[config.mk]
export PLATFORM = sky130hd
export DESIGN_NAME = cram_loader
export DESIGN_NICKNAME = d
export VERILOG_FILES = /design/src/rtl/cram_loader.sv
export SDC_FILE = /design/constraint.sdc
export NUM_CORES = 1
export LEC_CHECK = 0
export CAP_MARGIN = 20
export CORE_MARGIN = 4
export CORE_UTILIZATION = 50
export DETAILED_ROUTE_END_ITERATION = 10
export HOLD_SLACK_MARGIN = 0.08
export PLACE_DENSITY = 0.79
export SETUP_SLACK_MARGIN = 0.3
export SLEW_MARGIN = 20
export SYNTH_ARGS = -nofsm -noshare
export SYNTH_HDL_FRONTEND = slang
export SYNTH_SLANG_ARGS = --single-unit
[constraint.sdc]
create_clock -name clk -period 2.5 [get_ports clk]
set_clock_uncertainty 0.1 [all_clocks]
set_input_delay 0.625 -clock clk [delete_from_list [all_inputs] [get_ports clk]]
set_output_delay 0.625 -clock clk [all_outputs]
set_load 0.01 [all_outputs]
[src/rtl/cram_loader.sv]
// CRAM write-side loader: packs three 36-bit diagnostic chunks into one 84-bit
// control-RAM word and writes it with an auto-incrementing address.
module cram_loader #(
  parameter int ADDR_W  = 11,
  parameter int CRAM_W  = 84,
  parameter int CHUNK_W = 36
) (
  input  logic              clk,
  input  logic              reset_n,
  input  logic              adr_load,
  input  logic [ADDR_W-1:0] adr_in,
  input  logic              diag_valid,
  output logic              diag_ready,
  input  logic [CHUNK_W-1:0] diag_data,
  output logic              cram_we,
  output logic [ADDR_W-1:0] cram_addr,
  output logic [CRAM_W-1:0] cram_din,
  output logic [ADDR_W:0]   wcount,
  output logic              wrapped
);

  // Buses are declared descending; the machine's bit 0 (MSB) is the top bit here,
  // so chunk 0 lands in the most significant 36 bits of the word.
  localparam int ASM_W = 2 * CHUNK_W;
  localparam int LOW_W = CRAM_W - ASM_W;
  localparam logic [ADDR_W:0] WCOUNT_MAX = {1'b1, {ADDR_W{1'b0}}};

  typedef enum logic [1:0] {
    C0 = 2'd0,
    C1 = 2'd1,
    C2 = 2'd2,
    WR = 2'd3
  } state_t;

  state_t             state_q, state_d;
  logic [ASM_W-1:0]   asm_q;
  logic               accept;

  assign diag_ready = (state_q != WR) && !adr_load;
  assign accept     = diag_valid && diag_ready;
  // Decoded straight from the state so reset removes the strobe without a clock.
  assign cram_we    = (state_q == WR);

  // NOTE: sequential state uses non-blocking assignments so every register
  // samples pre-edge values regardless of process evaluation order.
  always_ff @(posedge clk or negedge reset_n) begin
    if (!reset_n) begin
      state_q <= C0;
    end else begin
      state_q <= state_d;
    end
  end

  always_comb begin
    // NOTE: default first so no path through the case leaves state_d unassigned,
    // which would otherwise infer a latch.
    state_d = state_q;
    if (state_q == WR) begin
      state_d = C0;
    end else if (adr_load) begin
      state_d = C0;
    end else if (accept) begin
      unique case (state_q)
        C0:      state_d = C1;
        C1:      state_d = C2;
        C2:      state_d = WR;
        default: state_d = C0;
      endcase
    end
  end

  // Chunk assembly; the last chunk goes straight into the output register
  // together with the two held chunks, so cram_din is stable for the WR cycle.
  always_ff @(posedge clk or negedge reset_n) begin
    if (!reset_n) begin
      asm_q    <= '0;
      cram_din <= '0;
    end else if (accept) begin
      unique case (state_q)
        C0:      asm_q[ASM_W-1 -: CHUNK_W]   <= diag_data;
        C1:      asm_q[CHUNK_W-1 -: CHUNK_W] <= diag_data;
        C2:      cram_din <= {asm_q, diag_data[LOW_W-1:0]};
        default: ;
      endcase
    end
  end

  // Address, word count and wrap flag. An address load during WR lets the
  // current write finish at the old address and then replaces the increment.
  always_ff @(posedge clk or negedge reset_n) begin
    if (!reset_n) begin
      cram_addr <= '0;
      wcount    <= '0;
      wrapped   <= 1'b0;
    end else if (adr_load) begin
      cram_addr <= adr_in;
      wcount    <= '0;
      wrapped   <= 1'b0;
    end else if (state_q == WR) begin
      cram_addr <= cram_addr + 1'b1;
      if (wcount != WCOUNT_MAX) begin
        wcount <= wcount + 1'b1;
      end
      if (&cram_addr) begin
        wrapped <= 1'b1;
      end
    end
  end

endmodule

* Word level (Yosys, flattened, before mapping) *
Cells that the tools add are included.

word-level totals
  register bits after elaboration = 182
  bits of input ports = 51
  word-level logic and storage cells = 40

operators by class
  $add $sub $neg = 2
  equality and inequality tests = 5
  muxes and demuxes = 12
  reduce and logical (&&, ||, !) cells = 14

operator list
  operator               number
  $mux 12                3
  $mux 11                2
  $add 12x1->12 const B  1
  $ne 12x12->1 const B   1
  $add 11x1->11 const B  1
  $reduce_and 11->1      1
  $reduce_and 2->1       5
  $mux 2                 3
  $pmux 2 s3             1
  $reduce_bool 2->1      3
  $eq 2x2->1 const B     2
  $mux 1                 3
  $reduce_bool 3->1      1
  $eq 2x1->1 const B     1
  $logic_and 1x1->1      2
  $logic_not 2->1        1
  $ne 2x2->1 const B     1
  $logic_not 1->1        1

* Depth between registers and ports, before layout *
Gate-level depths: netlist of run 1.

  word-level depth = 6
  gate-level depth with buffers = 7
  gate-level depth less buffers = 5

* Worst setup path after synthesis of run 1 *
OpenSTA, ideal clock, no wires.

  kind = input port to flip-flop
  start = in adr_load
  end = reg asm_q[10]
  setup time = 127 ps
  data arrival time = 1765 ps
  required time = 2273 ps
  setup slack = 508 ps
  stages on the path = 6
  buffers on the path = 3
  cells stage by stage = buf_2 -> nor2_4 -> and3_1 -> buf_2 -> buf_6 -> mux2_1

on the way
  cells in the longest elaborated chain, start to end = 4

ends and longest elaborated chain
  element                          line  text
  from (decl)                      10    input logic adr_load,
  $logic_not 1->1                  39    assign diag_ready = (state_q != WR) && !adr_load;
  $logic_and 1x1->1                39
  via diag_ready                   13    output logic diag_ready,
  $logic_and 1x1->1                40    assign accept = diag_valid && diag_ready;
  $reduce_and 2->1 (no line)       -
  to (signal, indexed assignment)  80    C0: asm_q[ASM_W-1 -: CHUNK_W] <= diag_data;
  to (signal, indexed assignment)  81    C1: asm_q[CHUNK_W-1 -: CHUNK_W] <= diag_data;
  to (decl)                        36    logic [ASM_W-1:0] asm_q;

The timed path passes the listed nets, and every way through them passes these cells.
A chain may end at the register's enable or synchronous reset.

* Worst setup path after layout of run 1 *
  start = in adr_load
  end = out diag_ready

on the way
  cells in the longest elaborated chain, start to end = 2

ends and longest elaborated chain
  element            line
  $logic_not 1->1    39
  $logic_and 1x1->1  39
  to (decl)          13

No other way between the ends.

==> results of run 1 <==
power by group through the flow:
| stage | clock network (mW) | logic, mW | registers (mW) |
|---|---|---|---|
| 2_1_floorplan | 0 | 0.828 | 4.69 |
| 3_3_place_gp | 0 | 2.65 | 4.46 |
| 3_5_place_dp | 0 | 2.74 | 4.54 |
| 4_1_cts | 2.52 | 2.76 | 4.49 |
| 5_1_grt | 2.68 | 2.92 | 4.61 |
| 6_report | 2.47 | 2.71 | 4.48 |
cell usage after synthesis, types with 3 or more instances:
| cell | n | share of area [%] |
|---|---|---|
| a21oi_1 | 5 | 0.34 |
| and3_1 | 4 | 0.34 |
| buf_2 | 6 | 0.41 |
| buf_4 | 3 | 0.31 |
| buf_6 | 12 | 1.8 |
| clkbuf_1 | 5 | 0.26 |
| dfrtp_1 | 182 | 62 |
| ha_1 | 7 | 1.2 |
| inv_1 | 6 | 0.31 |
| mux2_1 | 121 | 19 |
| mux2_2 | 36 | 5.5 |
| nand2_1 | 15 | 0.77 |
| nand3_1 | 9 | 0.61 |
| nand4_1 | 6 | 0.51 |
| nor2_1 | 10 | 0.51 |
| nor3_1 | 4 | 0.27 |
| o211ai_1 | 3 | 0.31 |
| o21ai_0 | 8 | 0.55 |
| o31ai_1 | 4 | 0.41 |
| or3_1 | 3 | 0.26 |
| or4_1 | 6 | 0.61 |
| xor2_1 | 5 | 0.60 |
critical path, delay by kind of cell:
kind          cells  cell delay [ns]
buf+inv           2             0.70
simple gates      1             0.14
registers in the layout, indices dropped and copies added, names as in the netlist:
name and cells:
wcount 12, cram_din 84, cram_addr 11, asm_q 72, wrapped 1, state_q 2
cell type report:
type	instances	area (sq um)
flip-flops and latches	182	4570
fillers	963	4300
multi-input cells	274	2560
repair buffers	180	1870
clock buffers	19	443
well taps	180	225
clock inverters	11	104
inverters	6	22.5
what timing repair did:
| action | in CTS | in global routing |
|---|---|---|
| setup endpoints to repair | 7 | 13 |
| gates resized for setup | 9 | 12 |
| gates cloned | 0 | 0 |
| hold buffers | 0 | 0 |
| endpoints found under the hold margin | 0 | 0 |
| buffers inserted | 2 | 2 |
worst max path at each step:
stage | endpoint | cells past startpoint | from
detailed placement | diag_ready | 3 | adr_load
finish | diag_ready | 3 | adr_load
floorplan | asm_q[10] | 6 | adr_load
global placement | diag_ready | 3 | adr_load
global route | diag_ready | 3 | adr_load
CTS | diag_ready | 3 | adr_load
logic make-up after synthesis:
group,count (synthesis),share of synthesized area [%]
AOI/OAI and AO/OA,34,3.30
muxes,159,24.4
buffers and inverters,32,3.13
DFF,182,62.2
adders and majority gates,7,1.20
and+or+nand+nor,67,4.97
xor gates and xnor gates,7,0.837
through the flow:
step	total power, mW	utilization, %	cells
6_report	9.66	69.5	852
5_1_grt	10.2	69.5	852
4_1_cts	9.77	69.3	850
3_5_place_dp	7.27	65.2	818
3_3_place_gp	7.11	65.2	818
2_1_floorplan	5.51	-	488
metal layers:
metal  global-route usage (%)  vias up
met2                     31.3      161
met1                     26.0     2372
li1                         -     2108
met3                     6.55       13
met5                        0        -
met4                     4.20        0
==> results.py, run 1 <==
metrics = {
    "cells_and_area": {
        "final_cell_mix": "168 x dfrtp_1, 155 x clkdlybuf4s50_1, 121 x mux2_1, 36 x mux2_2, 17 x clkbuf_16",
        "fin_area_sq_mm": 0.00980,
        "mostFrequentLayoutCell": "dfrtp_1",
        "layout.nets": 719,
        "area_growth_pct": 33.7,
        "diodes": 0,
        "layout-drive-gt1-share_pct": 16.1,
    },
    "floorplanning": {
        "rows": 43,
        "initial_core_util_pct": 52.0,
        "die-width_um": 129,
        "core-area_sq_mm": 0.0141,
        "ios": 161,
        "die_area_sq_mm": 0.0167,
        "die_h_um": 129,
    },
    "place": {
        "dpl.hpwl_mm": 10.7,
        "pre_cts_slack_ns": 0.0171,
        "io_buffers": 160,
        "place_area_sq_mm": 0.00919,
        "routabilityCongestion": 0.896,
    },
    "global_routing": {
        "grt_overflow": 0,
        "track_usage_pct": 19.4,
        "grt_pass1_wl_mm": 25.4,
        "antenna_found_initial": 0,
        "grt_max_degree": 60,
        "grt_pass1_vias": 4948,
    },
    "logic_synthesis": {
        "syn-instance-count": 488,
        "ys.flop_type": "dfrtp_1",
        "synth_cell_types": 42,
        "seq_area_frac_synth_pct": 62.2,
        "netlist_area_sq_mm": 0.00733,
        "ys_warn_count": 0,
        "synth_edf_count": 0,
        "syn_area_per_cell_sq_um": 15.0,
        "synth_nets": 546,
        "synth_seq_cells": 182,
        "async_flop_share_pct": 100,
    },
    "setup_path": {
        "cpPeakStageDelay_ns": 0.45,
        "crit_path_cell_trace": "clkdlybuf4s50_1 > nor2_4 > clkdlybuf4s15_1",
        "rr_worst_depth": 5,
        "slowest_stage": "clkdlybuf4s50_1",
        "r2r-start": "state_q[0]",
        "cp_data_required_time_ns": 1.77,
        "rrSetupSlack_ns": 0.48,
        "cp_max_fo": 2,
        "cp-start-kind": "input port",
        "critPathKind": "in2out",
        "arrival_ns": 1.47,
        "reg2reg_to": "cram_addr[9]",
        "crit_path_end_kind": "output port",
    },
    "detailed_routing": {
        "num_vias": 4654,
        "wl_met1_mm": 6.72,
        "routed_wl_mm": 15.5,
        "ant_nets": 0,
        "routed.top_layer": "met4",
        "wl_met2_mm": 7.54,
        "wl_met3_mm": 1.08,
        "via_per_inst": 5.46,
        "drc_errors": 0,
        "drtIter0Drc": 256,
        "dr.pass1.iters": 4,
        "wl_per_cell_um": 18.2,
    },
    "pwr": {
        "power.switching_mw": 2.62,
        "power_frac_seq_pct": 46.4,
        "peakVddDrop_v": 0.000485,
        "internal_power_mw": 7.04,
        "pwr-share-clk_pct": 25.6,
        "p_comb_share_pct": 28.0,
        "p_sw_share_pct": 27.1,
        "p_per_area_mw_per_mm2": 986,
        "p_leak_nw": 4.28,
    },
    "status": {
        "status": "finished, final reports clean",
    },
    "sta": {
        "fmax_mhz": 455,
        "worstMarginPinSlew_ns": 0.546,
        "setup_viol": 0,
        "min_period_ns": 2.20,
        "slew_violations": 0,
        "fin_ws_ns": 0.304,
        "period_share_pct": 87.8,
        "slew_headroom_pct": 63.6,
        "tns_ns": 0,
        "rsz0062_at_grt": "true",
        "timing_hold_violations_final": 0,
        "hold_ws_ns": 0.0734,
    },
    "worst_hold_path": {
        "hp-class": "in2async",
    },
    "flow_run": {
        "cap_violations": 0,
    },
    "cts": {
        "clkTransAtPathRegs_ns": 0.07,
        "cts_tree": "done",
        "cts_root_buf": "clkbuf_16",
        "clock_latency_ns": 0.42,
        "cts_sinks": 182,
        "cts_buffer_depth": 2,
        "htreeDepth": 4,
        "cts_buffers": 17,
    },
}
(Power assumes the default switching activity.)
==> run 2, diff against run 1 <==
--- a/config.mk
+++ b/config.mk
@@ -16,3 +16,4 @@
 export SYNTH_ARGS = -nofsm -noshare
 export SYNTH_HDL_FRONTEND = slang
 export SYNTH_SLANG_ARGS = --single-unit
+export TNS_END_PERCENT = 1
==> results.py, run 2 (synthesis results as in run 1) <==
metrics = {
    "cts": {
        "cts_buffer_depth": 2,
        "clkTransAtPathRegs_ns": 0.07,
        "cts_sinks": 182,
        "clock_latency_ns": 0.42,
        "htreeDepth": 4,
        "cts_buffers": 17,
        "cts_root_buf": "clkbuf_16",
        "cts-hold-fix-buffers": 0,
        "cts_tree": "done",
    },
    "global_routing": {
        "grt_pass1_wl_mm": 25.5,
        "track_usage_pct": 19.4,
        "antenna_found_initial": 0,
        "grt_overflow": 0,
        "grt_pass1_vias": 4946,
        "grt_max_degree": 60,
    },
    "place": {
        "dpl.hpwl_mm": 10.7,
        "pre_cts_slack_ns": 0.0171,
        "routabilityCongestion": 0.896,
        "place_inst": 818,
        "io_buffers": 160,
    },
    "setup_path": {
        "arrival_ns": 1.50,
        "cp-start-kind": "input port",
        "crit_path_end_kind": "output port",
        "cp_data_required_time_ns": 1.77,
        "cp_max_fo": 2,
        "critPathKind": "in2out",
    },
    "cells_and_area": {
        "layout-drive-gt1-share_pct": 14.3,
        "diodes": 0,
        "stdcell_count": 850,
        "largest_reg_flops": 84,
        "finish.utilization_pct": 69.3,
        "area_growth_pct": 33.3,
        "layout.nets": 717,
        "mostFrequentLayoutCell": "dfrtp_1",
        "largest-register": "cram_din",
        "final_cell_mix": "178 x dfrtp_1, 157 x clkdlybuf4s50_1, 121 x mux2_1, 36 x mux2_2, 17 x clkbuf_16",
        "reg_top3": "cram_din: 84 flops, asm_q: 72 flops, wcount: 12 flops",
    },
    "flow_run": {
        "cap_violations": 0,
    },
    "sta": {
        "fmax_mhz": 450,
        "slew_violations": 0,
        "worstMarginPinSlew_ns": 0.543,
        "timing_hold_violations_final": 0,
        "min_period_ns": 2.22,
        "setup_viol": 0,
        "slew_headroom_pct": 63.8,
        "tns_ns": 0,
        "fin_ws_ns": 0.277,
        "rsz0062_at_grt": "true",
        "period_share_pct": 88.9,
    },
    "detailed_routing": {
        "drtIter0Drc": 241,
        "wl_met2_mm": 7.47,
        "dr.pass1.iters": 7,
        "wl_met1_mm": 6.71,
        "ant_nets": 0,
        "num_vias": 4639,
        "via_per_inst": 5.46,
        "drc_errors": 0,
        "wl_met3_mm": 1.01,
        "routed_wl_mm": 15.4,
        "routed.top_layer": "met4",
        "wl_per_cell_um": 18.1,
    },
    "floorplanning": {
        "ios": 161,
        "die_area_sq_mm": 0.0167,
        "core-area_sq_mm": 0.0141,
        "initial_core_util_pct": 52.0,
        "rows": 43,
        "die-width_um": 129,
        "die_h_um": 129,
    },
    "pwr": {
        "power_frac_seq_pct": 46.4,
        "p_sw_share_pct": 27.1,
        "power.switching_mw": 2.62,
        "p_per_area_mw_per_mm2": 989,
        "peakVddDrop_v": 0.000485,
        "p_comb_share_pct": 27.9,
        "internal_power_mw": 7.04,
        "pwr-share-clk_pct": 25.6,
        "p_leak_nw": 4.25,
    },
    "status": {
        "status": "finished, final reports clean",
    },
    "worst_hold_path": {
        "hp-class": "in2async",
    },
}
==> run 2: changes by cell type in the layout (fill, tap and decap cells not counted) <==
cell / delta
dlymetal6s2s_1: -2
dfrtp_1: +10
clkdlybuf4s50_1: +2
dlygate4sd2_1: +1
clkdlybuf4s15_1: -1
dfrtp_2: -10
buf_4: -2
==> run 2: final timing paths <==
| path | slack [ns] | start | endpoint | cells past startpoint |
|---|---|---|---|---|
| min reg2reg | 0.38 | asm_q[55] | asm_q[55] | 1 |
| min in group clk | 0.38 | asm_q[55] | asm_q[55] | 1 |
| min | 0.07 | reset_n | cram_din[30] | 1 |
| max reg2reg | 0.48 | state_q[0] | cram_addr[9] | 5 |
| max | 0.28 | adr_load | diag_ready | 3 |
| max in group asynchronous | 1.57 | reset_n | cram_addr[0] | 2 |
==> run 2: worst max-delay path: stages <==
cell and delay, ns:
clkdlybuf4s50_1 0.45, nor2_4 0.14, dlygate4sd2_1 0.28
==> run 2: repair_timing <==
item                       in CTS  in global routing
gates resized for setup         4                  4
setup buffers                   2                  0
setup endpoints to repair       7                 15
hold endpoints to repair        0                  0
cloned                          0                  0
==> run 2: final cells by class <==
cell class | instances | area [sq um]
timing repair buffer | 178 | 1850
inverter | 6 | 22.5
tap | 180 | 225
sequential | 182 | 4560
fill | 968 | 4330
clock inverter | 11 | 104
multi-input combinational | 274 | 2560
clock buffer | 19 | 443
==> run 2: metrics by stage <==
step	power, mW	area [sq um]	hold slack [ns]
floorplan	5.51	7330	0.229
global placement	7.11	9190	0.362
global route	10.2	9760	0.0977
detailed placement	7.27	9190	0.372
CTS	9.77	9760	0.0815
finish	9.65	9760	0.0719
==> run 2: power groups by stage <==
stage | Clock, mW | Sequential, mW | Combinational, mW
after floorplan | 0 | 4.69 | 0.828
after global placement | 0 | 4.46 | 2.65
after detailed placement | 0 | 4.54 | 2.74
after CTS | 2.52 | 4.49 | 2.76
after global routing | 2.68 | 4.61 | 2.92
final | 2.47 | 4.48 | 2.70
==> run 2: per-layer routing <==
metal  vias to the layer above  GRT usage (%)
li1                       2099              -
met1                      2360           26.1
met2                       157           31.2
met3                        23           6.55
met4                         0           4.20
met5                         -              0
